**config.mk**
```make
export PLATFORM = sky130hd
export DESIGN_NAME = dds_carrier_gen
export DESIGN_NICKNAME = d
export VERILOG_FILES = /design/src/rtl/dds_pkg.sv /design/src/rtl/dds_sine_rom.sv /design/src/rtl/dds_carrier_gen.sv
export SDC_FILE = /design/constraint.sdc
export NUM_CORES = 1
export LEC_CHECK = 0
export ABC_AREA = 0
export CAP_MARGIN = 20
export CORE_MARGIN = 3
export CORE_UTILIZATION = 30
export DETAILED_ROUTE_END_ITERATION = 10
export DONT_BUFFER_PORTS = 1
export SLEW_MARGIN = 20
export SYNTH_ARGS = -nofsm -noshare
export SYNTH_HDL_FRONTEND = slang
export SYNTH_SLANG_ARGS = --single-unit
```
**constraint.sdc**
```tcl
create_clock -name clk -period 11.9 [get_ports clk]
set_input_delay 2.975 -clock clk [delete_from_list [all_inputs] [get_ports clk]]
set_output_delay 2.975 -clock clk [all_outputs]
set_load 0.01 [all_outputs]
```
**src/rtl/dds_pkg.sv**
```systemverilog
// Shared constants and elaboration-time sine table generator for the DDS carrier.
// Phase-dither LFSR constants exist only when DDS_PHASE_DITHER_EN is defined.
package dds_pkg;

    localparam int  DW_DEF = 12;
    localparam int  FW     = DW_DEF - 1;
    localparam int  QW     = 2;
    localparam real PI     = 3.14159265358979323846;

`ifdef DDS_PHASE_DITHER_EN
    // Right-shift Galois form of x^16+x^14+x^13+x^11+1
    localparam logic [15:0] LFSR_POLY = 16'hB400;
    localparam logic [15:0] LFSR_SEED = 16'hACE1;
`endif

    // Half-LSB phase offset makes the quarter wave exactly mirror-symmetric
    function automatic int sine_q(input int k, input int fw, input int lw);
        real x;
        x = (PI / 2.0) * (real'(k) + 0.5) / real'(1 << lw);
        return $rtoi(real'((1 << fw) - 1) * $sin(x) + 0.5);
    endfunction

endpackage

```
**src/rtl/dds_sine_rom.sv**
```systemverilog
// Registered quarter-wave sine ROM, 2^LW entries of DW-1 unsigned bits.
// One enabled cycle of latency; holds its output while en is low.
module dds_sine_rom
    import dds_pkg::*;
#(
    parameter int DW = 12,
    parameter int LW = 8
) (
    input  logic          clk,
    input  logic          rst,
    input  logic          en,
    input  logic [LW-1:0] addr_i,
    output logic [DW-2:0] data_o
);

    logic [DW-2:0] rom [2**LW];
    logic [DW-2:0] data_q;
    logic [DW-2:0] data_d;

    for (genvar k = 0; k < 2**LW; k++) begin : g_rom
        assign rom[k] = (DW-1)'(sine_q(k, DW-1, LW));
    end

    always_comb begin
        data_d = rom[addr_i];
    end

    always_ff @(posedge clk) begin
        if (rst) begin
            data_q <= '0;
        end else if (en) begin
            data_q <= data_d;
        end
    end

    assign data_o = data_q;

endmodule

```
**src/rtl/dds_carrier_gen.sv**
```systemverilog
// Phase-accumulator DDS carrier: 4-stage pipeline, signed Q1.FW output, stalls on en=0.
// Optional phase dither under DDS_PHASE_DITHER_EN.
module dds_carrier_gen
    import dds_pkg::*;
#(
    parameter int DW = FW + 1,
    parameter int PW = 32,
    parameter int LW = 8
) (
    input  logic          clk,
    input  logic          rst,
    input  logic          en,
    input  logic [PW-1:0] ftw,
    input  logic          ftw_load,
    input  logic [PW-1:0] phase_off,
    output logic [DW-1:0] carr,
    output logic          carr_vld,
    output logic          wrap
);

    localparam int SH = PW - QW - LW;

    logic [PW-1:0]    ftw_shadow_q, ftw_shadow_d;
    logic [PW-1:0]    ftw_active_q, ftw_active_d;
    logic [PW-1:0]    acc_q, acc_d;
    logic             wrap_s1_q, wrap_s1_d;
    logic [PW-1:0]    p_sum;
    logic [QW+LW-1:0] p_top;
    logic [LW-1:0]    addr_s2_q, addr_s2_d;
    logic             neg_s2_q, neg_s2_d;
    logic             wrap_s2_q;
    logic             neg_s3_q;
    logic             wrap_s3_q;
    logic [DW-2:0]    lut_s3;
    logic [DW-1:0]    mag;
    logic [DW-1:0]    carr_q, carr_d;
    logic             wrap_q;
    logic [3:0]       vld_q, vld_d;

`ifdef DDS_PHASE_DITHER_EN
    localparam int DB = (SH < 16) ? SH : 16;
    logic [15:0] lfsr_q, lfsr_d;

    always_comb begin
        lfsr_d = lfsr_q[0] ? ((lfsr_q >> 1) ^ LFSR_POLY) : (lfsr_q >> 1);
    end

    always_ff @(posedge clk) begin
        if (rst) begin
            lfsr_q <= LFSR_SEED;
        end else if (en) begin
            lfsr_q <= lfsr_d;
        end
    end

    // Dither lands below the LUT address bits, before truncation
    assign p_sum = acc_q + phase_off + PW'(lfsr_q[DB-1:0]);
`else
    assign p_sum = acc_q + phase_off;
`endif

    always_comb begin
        ftw_shadow_d = ftw_load ? ftw : ftw_shadow_q;
        // Active word refreshes ahead of the accumulate, so a load only ever swaps rate between samples
        ftw_active_d = en ? ftw_shadow_q : ftw_active_q;
        {wrap_s1_d, acc_d} = {1'b0, acc_q} + {1'b0, ftw_active_d};

        p_top     = (QW+LW)'(p_sum >> SH);
        addr_s2_d = p_top[QW+LW-2] ? ~p_top[LW-1:0] : p_top[LW-1:0];
        neg_s2_d  = p_top[QW+LW-1];

        mag    = {1'b0, lut_s3};
        carr_d = neg_s3_q ? -mag : mag;
        vld_d  = {vld_q[2:0], 1'b1};
    end

    dds_sine_rom #(
        .DW (DW),
        .LW (LW)
    ) u_rom (
        .clk    (clk),
        .rst    (rst),
        .en     (en),
        .addr_i (addr_s2_q),
        .data_o (lut_s3)
    );

    always_ff @(posedge clk) begin
        if (rst) begin
            ftw_shadow_q <= '0;
            ftw_active_q <= '0;
            acc_q        <= '0;
            wrap_s1_q    <= 1'b0;
            addr_s2_q    <= '0;
            neg_s2_q     <= 1'b0;
            wrap_s2_q    <= 1'b0;
            neg_s3_q     <= 1'b0;
            wrap_s3_q    <= 1'b0;
            carr_q       <= '0;
            wrap_q       <= 1'b0;
            vld_q        <= '0;
        end else begin
            ftw_shadow_q <= ftw_shadow_d;
            if (en) begin
                ftw_active_q <= ftw_active_d;
                acc_q        <= acc_d;
                wrap_s1_q    <= wrap_s1_d;
                addr_s2_q    <= addr_s2_d;
                neg_s2_q     <= neg_s2_d;
                wrap_s2_q    <= wrap_s1_q;
                neg_s3_q     <= neg_s2_q;
                wrap_s3_q    <= wrap_s2_q;
                carr_q       <= carr_d;
                wrap_q       <= wrap_s3_q;
                vld_q        <= vld_d;
            end
        end
    end

    assign carr     = carr_q;
    assign carr_vld = vld_q[3];
    assign wrap     = wrap_q;

endmodule

```
* Word-level counts from Yosys, hierarchy flattened
Memory sizes are Yosys's and may differ from the RTL's. A register that Yosys moved wholly into a read port is not among the register bits.
Cells that the tools add are included.
** Word-level totals
- Bits in registers :: 126
- Bits in latches :: 0
- RAM bits :: 0
- Memory bits (read-only) :: 2816
- Output and inout bits :: 14
- Word-level logic and storage cells :: 21
- Memories kept :: 1
** Memories
- (no name shown) :: depth 256, bits a word 11, read ports 1, clocked after memory_dff 1, wr ports 0, RTL line dds_sine_rom.sv:25 : data_d = rom[addr_i];
** Cells by class
- Add/subtract/negate cells :: 3
- $mul :: 0
- Div/mod/pow operators :: 0
- Order comparisons :: 0
- Equal/unequal tests :: 0
- Shift operators :: 0
- Multiplexer cells :: 3
- Bitwise logic cells :: 2
- Reductions and logical operators :: 0
** Operator list (number)
- 32-bit by 32-bit adder with 33-bit output :: 1
- 32-bit adder :: 1
- 32-bit two-way mux :: 1
- 12-bit two-way mux :: 1
- 11-bit negation with 12-bit output :: 1
- 8-bit NOT with 9-bit output :: 1
- 8-bit two-way mux :: 1
- 8-bit NOT :: 1

* Longest topological paths before layout
Gate-level depths: netlist (run 1).
- Word-level depth :: 3
- Mapped depth :: 13
- Depth with buffers taken out :: 11

* Cells and area by module
A second synthesis (run 1) with hierarchy kept.
** Unflattened totals
- Cells, all modules :: 1335
- Area total of the unflattened synthesis :: 10910.5 µm²
** By module, submodules not included
- dds_carrier_gen :: times used 1, cells each 835, area an instance 7559.8 µm²
- dds_sine_rom :: times used 1, cells each 500, area an instance 3350.7 µm²

* Worst setup path before layout (run 1)
OpenSTA, ideal clock, no wires.
- Kind :: input port to flip-flop
- From :: input port en
- To :: register acc_q[16]
- Setup time :: 0.145 ns
- Data arrival time :: 6.227 ns
- Setup slack :: 5.528 ns
- Stages :: 13
- Buffers on the path :: 2
- Cells stage by stage :: buf_1 -> clkbuf_1 -> mux2_2 -> ha_1 -> fa_1 -> a211oi_1 -> o21a_1 -> o21ai_1 -> a31o_2 -> a41o_1 -> a31oi_1 -> mux2i_1 -> o311ai_0
** Between the ends
- Word-level cells in the longest chain between the ends :: 2
** Ends and longest elaborated chain
- from (decl) :: RTL line dds_carrier_gen.sv:12 : input logic en,
- 32-bit two-way mux :: RTL line dds_carrier_gen.sv:65 : ftw_active_d = en ? ftw_shadow_q : ftw_active_q;
- net ftw_active_d[0] :: RTL line dds_carrier_gen.sv:24 : logic [PW-1:0] ftw_active_q, ftw_active_d;
- 32-bit by 32-bit adder with 33-bit output :: RTL line dds_carrier_gen.sv:66 : {wrap_s1_d, acc_d} = {1'b0, acc_q} + {1'b0, ftw_active_d};
- to (signal assigned) :: RTL line dds_carrier_gen.sv:92 : acc_q <= '0;
- to (signal assigned) :: RTL line dds_carrier_gen.sv:106 : acc_q <= acc_d;
- to (decl) :: RTL line dds_carrier_gen.sv:25 : logic [PW-1:0] acc_q, acc_d;
The timed path passes the listed nets, and every way through them passes these cells.
A chain may end at the register's enable or synchronous reset.

* Final worst setup path (run 1)
- From :: input port en
- To :: register acc_q[16]
** Between the ends
- Word-level cells in the longest chain between the ends :: 2
** Ends and longest elaborated chain (RTL line)
- 32-bit two-way mux :: dds_carrier_gen.sv:65
- 32-bit by 32-bit adder with 33-bit output :: dds_carrier_gen.sv:66
Several ways; a longest one is shown, not always the timed one.

==> results of run 1 <==
## cells in the final DEF, fill, tap and decap left out, types with 5 or more instances in the layout
| master | n |
|---|---|
| nor2_1 | 181 |
| dfxtp_1 | 134 |
| nand2_1 | 111 |
| a21oi_1 | 99 |
| o21ai_0 | 92 |
| ha_1 | 77 |
| mux2i_1 | 63 |
| and2_1 | 39 |
| a211oi_1 | 36 |
| mux2_2 | 35 |
| nor3_1 | 33 |
| nand3_1 | 27 |
| xor2_1 | 24 |
| xnor2_1 | 20 |
| a21o_1 | 19 |
| inv_1 | 17 |
| clkbuf_16 | 17 |
| o211ai_1 | 16 |
| nand2b_1 | 15 |
| a31oi_1 | 15 |
| o21a_1 | 13 |
| nor2b_1 | 13 |
| o311ai_0 | 11 |
| a311oi_1 | 11 |
| nand4_1 | 10 |
| or3_1 | 10 |
| o22ai_1 | 9 |
| buf_4 | 9 |
| o21ai_1 | 8 |
| and3_1 | 8 |
| o31ai_1 | 8 |
| mux4_2 | 8 |
| or2_2 | 5 |
| nor4_1 | 5 |
| a21boi_0 | 5 |
| a221oi_1 | 5 |
## flip-flops by register name (all words and copies together) (netlist names), 4 cells and up
register,cells
acc_q,32
addr_s2_q,8
carr,12
ftw_active_q,32
ftw_shadow_q,32
u_rom.data_o,11
vld_q,4
## per-stage QoR
stage / total power [mW] / hold slack [ns] / cell area, sq um / utilization
finish: 1.54 / 0.492 / 11900 / 0.329
global route: 1.63 / 0.521 / 11900 / 0.329
detailed placement: 1.00 / 0.456 / 11300 / 0.313
global placement: 0.999 / 0.446 / 11300 / 0.313
CTS: 1.55 / 0.497 / 11900 / 0.329
floorplan: 0.915 / 0.434 / 11100 / -
## routing by layer
layer,part of all wire,GRT usage
met3,0.081,0.0398
met1,0.45,0.213
met2,0.45,0.250
met4,0.018,0.0472
met5,0,0
## cells by family after synthesis
kind of cell / count (synthesis) / share of synthesized area
DFF: 137 / 0.247
buffers and inverters: 127 / 0.0506
muxes: 109 / 0.112
adders and majority gates: 79 / 0.0895
xor gates and xnor gates: 45 / 0.0362
AOI/OAI and AO/OA: 424 / 0.262
and+or+nand+nor: 479 / 0.203
## power by group
part	total [mW]	internal (mW)	switching (mW)	leakage, nW
clock network	0.536	0.303	0.233	0.288
logic	0.486	0.190	0.296	3.41
registers	0.519	0.489	0.0302	1.12
## worst max-delay path: stages
cell and delay (ns):
mux2_2 0.37, ha_1 0.24, fa_1 0.44, a211oi_1 0.34, o21a_1 0.21, o21ai_1 0.18
a31o_2 0.30, a41o_1 0.26, a31oi_1 0.20, mux2i_1 0.19, o311ai_0 0.14
## path summary, 6_finish.rpt
kind,slack [ns],start,endpoint,depth (start not counted)
max,6.24,en,acc_q[16],11
min,0.49,ftw_shadow_q[25],ftw_shadow_q[25],2
max reg2reg,7.94,addr_s2_q[1],u_rom.data_o[3],9
min reg2reg,0.49,ftw_shadow_q[25],ftw_shadow_q[25],2
## layout make-up
class | count | area [sq um]
clock buffers | 18 | 439
clock inverters | 14 | 155
fillers | 3748 | 24100
inverters | 21 | 78.8
multi-input cells | 1136 | 7790
flip-flops and latches | 137 | 2750
well taps | 461 | 577
repair buffers | 9 | 67.6
==> qor.txt, run 1 <==
STA
---------------------------------------------------------------------------------------
Highest clock rate .......................................................      177 MHz
Final Hold Violating Endpoints ...........................................            0
Worst Tran Pin Value .....................................................     0.935 ns
Total Neg Setup Slack ....................................................         0 ns
Setup WS post-layout .....................................................      6.24 ns
Post-Route Skew ..........................................................    0.0145 ns
Rel. slew slack ..........................................................        0.376
Final setup violation count ..............................................            0
Minimum clock period after layout ........................................      5.66 ns
Final Max Slew Viols .....................................................            0
Setup repair after global routing missed its margin ......................           no
Final Cycle Share ........................................................        0.476

GLOBAL ROUTE
---------------------------------------------------------------------------------------
GR Util All Layers .......................................................        0.158
Number of antenna violations at the first check in global routing ........            0
Wire length of the first global-routing pass .............................     51000 um
Total overflow reported by the global router .............................            0
Largest net degree at the start of global routing ........................          131
Via count of the first global-routing pass ...............................         9508

LOGIC SYNTHESIS
---------------------------------------------------------------------------------------
Cells after Synth ........................................................         1400
Ranking of synthesized cells by instance count ........................... 181 x nor2_1, 137 x dfxtp_1, 111 x nand2_1, 99 x a21oi_1, 92 x o21ai_0
Number of enable flip-flop cells after synthesis .........................            0
Library cell occupying the most area in the post-synthesis netlist .......      dfxtp_1
Primary FF master, synth .................................................      dfxtp_1
Number of storage elements in the synthesis netlist ......................          137
Ranking of synthesized cells by area ..................................... dfxtp_1 25%, ha_1 8.7%, nor2_1 6.1%
Warnings, synthesis ......................................................            0
Cell with the most instances after synthesis .............................       nor2_1
Post-Synthesis Cell Area .................................................  11100 sq um
Count of distinct cell types in the synthesized netlist ..................           99
Post-synthesis async set-or-reset flop share .............................            0
Part of the Yosys area used for sequential elements ......................        0.247
Mean instance size in the synthesized netlist ............................   7.92 sq um
Mapped Nets ..............................................................         1546
Area share of the largest cell type after synthesis ......................        0.247

PLACE
---------------------------------------------------------------------------------------
Count of buffers from port buffering .....................................            0
Worst-case setup slack after placement ...................................      5.91 ns
Number of cells after detailed placement .................................         1764
HPWL after DPL ...........................................................     21800 um
Placer congestion estimate ...............................................        0.913

SETUP PATH
---------------------------------------------------------------------------------------
Peak fanout along the critical path ......................................          130
Arr. time, crit path .....................................................      5.95 ns
Worst Setup Start Kind ...................................................    input pin
Worst EP required ........................................................     12.19 ns
Category of the worst setup path capture point ...........................    flip-flop
Setup CP Type ............................................................ input pin to flip-flop

ROUTE
---------------------------------------------------------------------------------------
WL/cell ..................................................................      17.6 um
Total Routed Length ......................................................     31600 um
Number of remaining DRC errors ...........................................            0
Ratio of routed vias to standard cells ...................................         5.72
Number of nets with antenna violations after routing .....................            0
Drt pass-1 iters .........................................................            6
Via count ................................................................        10268
Number of violations reported at the end of detailed-routing iteration 0 .         1056

RUN
---------------------------------------------------------------------------------------
Max-cap violation count ..................................................            0

FINAL LAYOUT
---------------------------------------------------------------------------------------
Area added between synthesis and finish ..................................        6.85%
Proportion of layout cells with a drive suffix above 1 ...................       0.0951
Layout net count .........................................................         1468
Final std cells w/o fill .................................................         1796
Antenna diodes ...........................................................            0

DIE
---------------------------------------------------------------------------------------
Total core area ..........................................................  36000 sq um
Total I/O pin count ......................................................           82
Floorplan die area .......................................................  39300 sq um
Initial cell density of the core .........................................        0.308
Horizontal die dimension .................................................       198 um
Die Y ....................................................................       198 um
Standard-cell rows .......................................................           69

CLOCK NETWORK
---------------------------------------------------------------------------------------
Clock buffer count from CTS ..............................................           17
Number of gates given a new drive strength after cts .....................            0
TritonCTS clock tree .....................................................          yes
Sink count of the clock tree .............................................          137
Clock latency reported for the late side of the worst-skew pair ..........      0.43 ns
Clk slew on worst S/H paths ..............................................      0.07 ns
Post-cts hold buffer count ...............................................            0
Max clock buf depth ......................................................            2
Post-CTS setup buffer count ..............................................            0
Root Buffer Master .......................................................    clkbuf_16
Htree depth ..............................................................            4

POWER
---------------------------------------------------------------------------------------
Leakage power summed over all cells ......................................      4.82 nW
Power density of the placed cells ........................................  130 nW/um^2
Max IR drop VDD ..........................................................    0.0927 mV

HOLD PATH
---------------------------------------------------------------------------------------
Class of the most critical hold timing path .............................. flip-flop to flip-flop

STATUS
---------------------------------------------------------------------------------------
Status ................................................................... finished, final reports clean

Note: power is estimated with default switching activity, not from simulation.
==> inputs of run 2 (changes only) <==
clock period = 4.7 ns   (was 11.9 ns; I/O delays follow)
==> run 2 against run 1 <==
Cell count grew 0.61%. Clock skew shrank 0.0032 ns. First-iteration DRC count grew 2.3%. Via count is essentially flat. Flip-flop and latch count is the same. Worst hold slack lost 0.019 ns. Sequential power grew to 2.5 times the previous value. Non-clock buffer count grew 11. Critical path depth is the same. Wire length grew 0.39%. Clock power grew 140%. Power grew to 2.5 times the previous value. Largest cell class unchanged. Largest power group is now registers. Highest routed layer unchanged.
==> qor.txt, run 2 (synthesis results as in run 1) <==
STATUS
---------------------------------------------------------------------------------------
Status ................................................................... finished, final reports clean

SETUP PATH
---------------------------------------------------------------------------------------
Crit. path cell count ....................................................           11   unchanged
Chain of cells forming the critical path ................................. mux2_2 > ha_1 > fa_1 > a211oi_1 > o21a_1 > o21ai_1 > a31o_2 > a41o_1 > a31oi_1 > mux2i_1 > o311ai_0
Buffering stage count on the worst path with inverters included ..........            0   unchanged
Cell with the largest stage delay on the worst path ......................         fa_1
Setup CP Type ............................................................ input pin to flip-flop
Worst EP required ........................................................      4.99 ns   -7.20 ns
Peak fanout along the critical path ......................................          130   unchanged
Critical Path Sink .......................................................    acc_q[16]
Category of the worst setup path capture point ...........................    flip-flop
Delay of the slowest critical-path stage .................................      0.44 ns   about the same
Arr. time, crit path .....................................................      4.15 ns   -1.80 ns
CP delay by family, top .................................................. compound AO/OA/AOI/OAI gates
Critical path origin .....................................................           en
R2R depth ................................................................           10   +1
Startpoint of the most critical register-to-register path ................ ftw_shadow_q[20]
Internal reg-to-reg setup slack ..........................................      1.41 ns   -6.53 ns
Worst Setup Start Kind ...................................................    input pin
Worst reg2reg endpoint ...................................................    acc_q[31]

STA
---------------------------------------------------------------------------------------
Highest clock rate .......................................................      259 MHz
Post-Route Skew ..........................................................    0.0113 ns   -0.00317 ns
Worst hold slack .........................................................     0.473 ns   -0.0185 ns
Rel. slew slack ..........................................................        0.432   +0.0554
Minimum clock period after layout ........................................      3.86 ns
Final Max Slew Viols .....................................................            0   unchanged
Final Hold Violating Endpoints ...........................................            0   unchanged
Total Neg Setup Slack ....................................................         0 ns   unchanged
Final Cycle Share ........................................................        0.821
Final setup violation count ..............................................            0   unchanged
Setup repair after global routing missed its margin ......................           no
Worst Tran Pin Value .....................................................     0.843 ns   -0.0920 ns

FINAL LAYOUT
---------------------------------------------------------------------------------------
Registers with the highest flip-flop counts .............................. acc_q (32), ftw_active_q (32), ftw_shadow_q (32)
Commonest non-fill, non-tap cell in the layout ...........................       nor2_1
Layout net count .........................................................         1479   +0.75%
Most used cells in the layout excluding fill and tap cells ............... 181 x nor2_1, 134 x dfxtp_1, 111 x nand2_1, 99 x a21oi_1, 92 x o21ai_0
Antenna diodes ...........................................................            0   unchanged
Proportion of layout cells with a drive suffix above 1 ...................        0.102   +0.00665
Area added between synthesis and finish ..................................        7.29%
Number of fill cells in the layout .......................................         3725   -0.61%
Final Util ...............................................................        0.331   +0.00136
Final std cells w/o fill .................................................         1807   +0.61%

POWER
---------------------------------------------------------------------------------------
Power density of the placed cells ........................................  325 nW/um^2   +150%
Max IR drop VDD ..........................................................     0.271 mV   +190%
Leakage power summed over all cells ......................................      4.86 nW   +0.72%

CLOCK NETWORK
---------------------------------------------------------------------------------------
Number of gates given a new drive strength after cts .....................            0   unchanged
Htree depth ..............................................................            4   unchanged
Max clock buf depth ......................................................            2   unchanged
Root Buffer Master .......................................................    clkbuf_16
Post-cts hold buffer count ...............................................            0   unchanged
Clock latency reported for the late side of the worst-skew pair ..........      0.43 ns   about the same
Clk slew on worst S/H paths ..............................................      0.06 ns   about the same
Clock buffer count from CTS ..............................................           17   unchanged
Post-CTS setup buffer count ..............................................            0   unchanged
Sink count of the clock tree .............................................          137   unchanged
TritonCTS clock tree .....................................................          yes

ROUTE
---------------------------------------------------------------------------------------
Via count ................................................................        10261   -0.068%
WL/cell ..................................................................      17.6 um   -0.22%
Number of violations reported at the end of detailed-routing iteration 0 .         1080   +2.3%
Number of nets with antenna violations after routing .....................            0   unchanged
Number of remaining DRC errors ...........................................            0   unchanged
Total Routed Length ......................................................     31800 um   +0.39%
Ratio of routed vias to standard cells ...................................         5.68   -0.68%
Drt pass-1 iters .........................................................            6   unchanged

GLOBAL ROUTE
---------------------------------------------------------------------------------------
GR Util All Layers .......................................................        0.158   about the same
Via count of the first global-routing pass ...............................         9502   -0.063%
Global Route met2 Usage ..................................................        0.249   -0.00166
M1 GR Usage ..............................................................        0.217   +0.00359
Largest net degree at the start of global routing ........................          131   unchanged
Most Used Layer, Global Route ............................................         met2
Number of antenna violations at the first check in global routing ........            0   unchanged
Met3 Usage GRT ...........................................................       0.0322   -0.00766
Total overflow reported by the global router .............................            0   unchanged
Wire length of the first global-routing pass .............................     51000 um   about the same

PLACE
---------------------------------------------------------------------------------------
HPWL after DPL ...........................................................     22200 um   +1.5%
Placer congestion estimate ...............................................        0.938   +2.8%
Number of cells after detailed placement .................................         1775   +0.62%
Count of buffers from port buffering .....................................            0   unchanged

DIE
---------------------------------------------------------------------------------------
Total core area ..........................................................  36000 sq um   unchanged
Die Y ....................................................................       198 um   unchanged
Initial cell density of the core .........................................        0.308   unchanged
Standard-cell rows .......................................................           69   unchanged
Floorplan die area .......................................................  39300 sq um   unchanged
Total I/O pin count ......................................................           82   unchanged
Horizontal die dimension .................................................       198 um   unchanged

HOLD PATH
---------------------------------------------------------------------------------------
Instance count along the most critical hold path .........................            2   unchanged
Class of the most critical hold timing path .............................. flip-flop to flip-flop

RUN
---------------------------------------------------------------------------------------
Max-cap violation count ..................................................            0   unchanged

## run 2: cell count changes in the layout (fill, tap and decap cells not counted), sizes merged
cell	change
bufinv	-1
buf	+11
clkinv	+1
## run 2: where the power goes
part | leakage, nW | switching (mW) | internal, mW | total (mW)
clock | 0.271 | 0.597 | 0.699 | 1.30
combinational | 3.46 | 0.748 | 0.499 | 1.25
sequential | 1.12 | 0.0866 | 1.24 | 1.32
total | 4.86 | 1.43 | 2.44 | 3.87
## run 2: worst min-delay path by stage
stage                     startpoint  endpoint  slack, ns
after floorplan             vld_q[0]  vld_q[0]       0.43
after global placement      vld_q[0]  vld_q[0]       0.45
after detailed placement    vld_q[0]  vld_q[0]       0.46
after CTS                   vld_q[0]  vld_q[0]       0.48
after global routing        vld_q[0]  vld_q[0]       0.50
final                       vld_q[0]  vld_q[0]       0.47
## run 2: per-layer routing
metal,wire [um],part of all wire,vias up
met5,0,0,-
met4,729,0.023,0
li1,-,-,5023
met2,14200,0.45,384
met1,14600,0.46,4804
met3,2250,0.071,50
## run 2: layout make-up
type / instances / area (sq um) / area share
Clock buffer: 18 / 429 / 0.0361
Tap cell: 461 / 577 / 0.0485
Clock inverter: 14 / 131 / 0.0110
Timing Repair Buffer: 20 / 150 / 0.0126
Sequential cell: 137 / 2750 / 0.231
Multi-Input combinational cell: 1136 / 7790 / 0.654
Inverter: 21 / 78.8 / 0.00662
## run 2: worst min-delay path, delay by kind of cell (launching register included)
kind             cells  cell delay [ns]
flip-flops           1             0.31
AND/OR/NAND/NOR      2             0.12
## run 2: metrics by stage
step	power, mW	setup WS [ns]	cell area, sq um
6_report	3.87	0.841	11900
5_1_grt	4.09	0.734	11900
4_1_cts	3.87	0.947	11900
3_5_place_dp	2.57	0.519	11300
3_3_place_gp	2.55	0.527	11300
2_1_floorplan	2.32	0.128	11100
==> inputs of run 3 (changes only) <==
clock period = 3.33 ns   (was 4.7 ns; I/O delays follow)
==> run 3 against run 2 <==
Cell count up 2.3%. Utilization is 1.3 points higher. Via count grew 1.3%. Largest power group unchanged.
==> qor.txt, run 3 (synthesis results as in run 1) <==
STATUS
---------------------------------------------------------------------------------------
Status ................................................................... finished, final reports clean

SETUP PATH
---------------------------------------------------------------------------------------
Category of the worst setup path capture point ...........................    flip-flop
Worst Setup Start Kind ...................................................    input pin
Buffering stage count on the worst path with inverters included ..........            0   unchanged
Worst EP required ........................................................      3.64 ns   -1.35 ns
Arr. time, crit path .....................................................      3.46 ns   -0.69 ns
Cell with the largest stage delay on the worst path ......................     a211oi_2
Peak fanout along the critical path ......................................          130   unchanged
Internal reg-to-reg setup slack ..........................................      0.38 ns   -1.03 ns
Worst reg2reg endpoint ................................................... u_rom.data_o[3]
CP delay by family, top .................................................. compound AO/OA/AOI/OAI gates
Startpoint of the most critical register-to-register path ................ addr_s2_q[1]
R2R depth ................................................................            8   -2
Setup CP Type ............................................................ input pin to flip-flop
Delay of the slowest critical-path stage .................................      0.42 ns   -0.02 ns
Chain of cells forming the critical path ................................. mux2_2 > ha_1 > nand2_1 > o21ai_1 > nor3_1 > a211oi_2 > o221ai_2 > a31oi_1 > mux2_1 > a311o_1

POWER
---------------------------------------------------------------------------------------
Final total power ........................................................      5.50 mW   +42%
Leakage power summed over all cells ......................................      5.07 nW   +4.3%
Power density of the placed cells ........................................  445 nW/um^2   +37%
Max IR drop VDD ..........................................................     0.359 mV   +32%

GLOBAL ROUTE
---------------------------------------------------------------------------------------
Wire length of the first global-routing pass .............................     53200 um   +4.4%
M1 GR Usage ..............................................................        0.220   +0.00292
Number of antenna violations at the first check in global routing ........            4   +4
Met3 Usage GRT ...........................................................       0.0330   +0.000851
Global Route met2 Usage ..................................................        0.265   +0.0162
GR Util All Layers .......................................................        0.166   +0.00767
Total overflow reported by the global router .............................            0   unchanged
Largest net degree at the start of global routing ........................          131   unchanged
Via count of the first global-routing pass ...............................         9949   +4.7%
Most Used Layer, Global Route ............................................         met2

DIE
---------------------------------------------------------------------------------------
Horizontal die dimension .................................................       198 um   unchanged
Total core area ..........................................................  36000 sq um   unchanged
Standard-cell rows .......................................................           69   unchanged
Initial cell density of the core .........................................        0.308   unchanged
Total I/O pin count ......................................................           82   unchanged
Die Y ....................................................................       198 um   unchanged
Floorplan die area .......................................................  39300 sq um   unchanged

FINAL LAYOUT
---------------------------------------------------------------------------------------
Proportion of layout cells with a drive suffix above 1 ...................        0.139   +0.0375
Number of fill cells in the layout .......................................         3760   +0.94%
Area added between synthesis and finish ..................................        11.5%
Final Util ...............................................................        0.344   +0.0131
Commonest non-fill, non-tap cell in the layout ...........................       nor2_1
Final std cells w/o fill .................................................         1849   +2.3%
Layout net count .........................................................         1520   +2.8%
Registers with the highest flip-flop counts .............................. acc_q (32), ftw_active_q (32), ftw_shadow_q (32)
Most used cells in the layout excluding fill and tap cells ............... 181 x nor2_1, 134 x dfxtp_1, 111 x nand2_1, 98 x a21oi_1, 92 x o21ai_0

ROUTE
---------------------------------------------------------------------------------------
Drt pass-1 iters .........................................................            5   -1
Ratio of routed vias to standard cells ...................................         5.62   -0.99%
Via count ................................................................        10396   +1.3%
WL/cell ..................................................................      17.9 um   +1.7%
Number of nets with antenna violations after routing .....................            0   unchanged
Total Routed Length ......................................................     33100 um   +4.0%
Number of violations reported at the end of detailed-routing iteration 0 .          733   -32%
Number of remaining DRC errors ...........................................            0   unchanged

STA
---------------------------------------------------------------------------------------
Final Cycle Share ........................................................        0.946
Final setup violation count ..............................................            0   unchanged
Minimum clock period after layout ........................................      3.15 ns
Rel. slew slack ..........................................................        0.410   -0.0215
Post-Route Skew ..........................................................   0.00668 ns   -0.00467 ns
Final Max Slew Viols .....................................................            0   unchanged
Final Hold Violating Endpoints ...........................................            0   unchanged
Setup repair after global routing missed its margin ......................           no
Worst hold slack .........................................................     0.469 ns   -0.00362 ns
Highest clock rate .......................................................      318 MHz
Worst Tran Pin Value .....................................................     0.883 ns   +0.0400 ns
Total Neg Setup Slack ....................................................         0 ns   unchanged

CLOCK NETWORK
---------------------------------------------------------------------------------------
Max clock buf depth ......................................................            2   unchanged
Htree depth ..............................................................            4   unchanged
Clock latency reported for the late side of the worst-skew pair ..........      0.43 ns   about the same
Clk slew on worst S/H paths ..............................................      0.06 ns   about the same
TritonCTS clock tree .....................................................          yes
Clock buffer count from CTS ..............................................           17   unchanged
Post-cts hold buffer count ...............................................            0   unchanged
Root Buffer Master .......................................................    clkbuf_16
Post-CTS setup buffer count ..............................................            0   unchanged
Number of gates given a new drive strength after cts .....................            0   unchanged
Sink count of the clock tree .............................................          137   unchanged

HOLD PATH
---------------------------------------------------------------------------------------
Class of the most critical hold timing path .............................. flip-flop to flip-flop
Worst-case hold path end point ...........................................     vld_q[0]
Hold_sp ..................................................................     vld_q[0]
Instance count along the most critical hold path .........................            2   unchanged

PLACE
---------------------------------------------------------------------------------------
HPWL after DPL ...........................................................     23100 um   +4.3%
Count of buffers from port buffering .....................................            0   unchanged
Placer congestion estimate ...............................................        0.921   -1.9%
Number of cells after detailed placement .................................         1816   +2.3%

RUN
---------------------------------------------------------------------------------------
Max-cap violation count ..................................................            0   unchanged

-- run 3: layer usage --
| layer | wire (um) | vias up |
|---|---|---|
| met2 | 14900 | 345 |
| li1 | - | 5097 |
| met3 | 2370 | 65 |
| met1 | 14900 | 4885 |
| met5 | 27 | - |
| met4 | 884 | 4 |
-- run 3: worst min-delay path, cell delays in order, from the launching register on --
cell,delay (ns)
dfxtp_1,0.33
nor2_1,0.04
nor2_1,0.07
-- run 3: through the flow --
step | worst slack (ns) | cell area, sq um
after floorplan | -0.168 | 11300
after global placement | -0.184 | 11800
after detailed placement | -0.201 | 11800
after CTS | 0.256 | 12400
after global routing | 0.0431 | 12400
final | 0.181 | 12400
-- run 3: cell type report --
class	count	area [sq um]	area share
multi-input cells	1136	7940	0.642
clock buffers	19	453	0.0366
clock inverters	12	92.6	0.00748
well taps	461	577	0.0466
diodes	2	5.00	0.000404
repair buffers	61	483	0.0390
inverters	21	78.8	0.00637
flip-flops and latches	137	2750	0.222
-- run 3: worst max-delay path by stage --
| stage | endpoint | from | slack, ns | cells after the start |
|---|---|---|---|---|
| floorplan | acc_q[16] | en | -0.17 | 13 |
| global placement | acc_q[31] | en | -0.18 | 10 |
| detailed placement | acc_q[31] | en | -0.20 | 10 |
| CTS | acc_q[31] | en | 0.26 | 10 |
| global route | acc_q[31] | en | 0.04 | 10 |
| finish | acc_q[31] | en | 0.18 | 10 |
-- run 3: power by group --
part	internal [mW]	switching [mW]	leakage (nW)
sequential	1.75	0.113	1.12
combinational	0.761	1.09	3.68
clock	0.996	0.792	0.264
==> RTL change (flow settings as in run 3) <==
Register the output `carr` once more, cleared by the reset; this adds one clock of latency there. The other outputs are not delayed to match.
--- a/src/rtl/dds_carrier_gen.sv
+++ b/src/rtl/dds_carrier_gen.sv
@@ -117,7 +117,13 @@
         end
     end
 
-    assign carr     = carr_q;
+    always_ff @(posedge clk) begin
+        if (rst) begin
+            carr <= '0;
+        end else begin
+            carr <= carr_q;
+        end
+    end
     assign carr_vld = vld_q[3];
     assign wrap     = wrap_q;
 
Check against the original RTL: not equivalent (Yosys sat finds a counterexample within 4 cycles, from zero or initial values and one cycle with rst high).
==> RTL change against run 3 <==
- first-iteration DRC count grew 35%
- sequential cell count grew 12
- highest routed layer is now met4
- largest cell class unchanged
- synthesized area grew 0.46%
- final area grew 2.2%
- total power grew 5.3%
- core utilization grew 0.67 points
- routed wire length grew 1.3%
- worst setup slack lost 0.14 ns
==> RTL change: results (changes against run 3) <==
status -> completed
Worst Path Max Fanout -> 133 (+2.3%)
met1 usage -> 22.7% (+0.77 points)
worst vdd ir -> 0.211 mV (-41%)
CP max-delay cell -> a2111oi_4
clock sinks -> 149 (+8.8%)
DR vias/cell -> 5.66 (+0.70%)
sw frac -> 35.2% (-1.1 points)
final RePlAce weighted congestion -> 0.945 (+2.6%)
WL/cell -> 18.1 um (+1.0%)
final worst slack -> 0.0371 ns (-0.144 ns)
Clock Skew -> 0.0158 ns (+0.00917 ns)
Resized cells post-CTS -> 2 (+2)
multi-input logic area -> 7700 sq um (-3.0%)
GR met2 Demand/Resource -> 27.5% (+0.99 points)
mux share of post-synthesis cell area -> 10.6% (-0.57 points)
ClkCell Share -> 4.55% (+0.14 points)
sequential power -> 2.00 mW (+8%)
syn nets -> 1529 (-1.1%)
M3 GR Usage -> 2.24% (-1.1 points)
n_diodes -> 0 (-2)
CLK BUF -> 20 (+1)
Post-synth top cells -> nor2_1, dfxtp_1, a21oi_1
Post-Layout Cell Count -> 1855 (+0.32%)
Non-clock buffer share -> 5.62% (+1.7 points)
hold slack -> 0.464 ns (-0.00578 ns)
synth top area cells -> dfxtp_1, ha_1, mux2i_1
largest net degree at the start of global routing -> 134 (+2.3%)
layout cells sized above 1 -> 14.4% (+0.49 points)
Post-Synth Adder-Cell Area -> 8.91% (-0.041 points)
wl on met1 -> 15100 um (+1.9%)
r2r startpoint -> ftw_shadow_q[0]$_SDFFE_PP0P_
synthesized area per cell -> 8.06 sq um (+1.7%)
CP arrival -> 3.59 ns (+0.13 ns)
WHS Path Cells -> 1 (-1)
Yosys cell types -> 83 (-16%)
Power Density -> 458 nW/um^2 (+3.1%)
r2r endpoint -> wrap_s1_q$_SDFFE_PP0P_
XOR/XNOR share of the synthesized area -> 3.58% (-0.039 points)
DP Wirelength -> 23300 um (+0.86%)
initial antenna violation count -> 0 (-4)
global-route wire length before repair -> 54100 um (+1.6%)
Cells after DPL -> 1821 (+0.28%)
DR top layer -> met4
Nets -> 1527 (+0.46%)
[RTL change: cell count changes after synthesis, sizes merged, moves of 9 or more]
cell / run 3 / this run
buf: 55 / 28
dfxtp: 137 / 149
nor2: 183 / 154
a21oi: 104 / 113
o21ai: 101 / 79
clkbuf: 51 / 81
a21o: 19 / 31
o211ai: 17 / 27
[RTL change: per-stage QoR]
stage | cell area, sq um | setup TNS, ns | util [%]
after floorplan | 11300 | -2.50 | -
after global placement | 12000 | -2.46 | 33.3
after detailed placement | 12000 | -3.03 | 33.3
after CTS | 12600 | 0 | 34.9
after global routing | 12600 | -0.0201 | 35.0
final | 12600 | 0 | 35.0
[RTL change: worst reg2reg max path: stages (launching register included)]
cell and delay [ns]:
dfxtp_1 0.31, mux2_4 0.27, ha_4 0.17, fa_2 0.34
a21o_1 0.18, a22o_1 0.25, o22ai_2 0.20, o211ai_1 0.24
a2111oi_4 0.43, o31ai_2 0.13, a2111oi_2 0.31, nor3_1 0.08
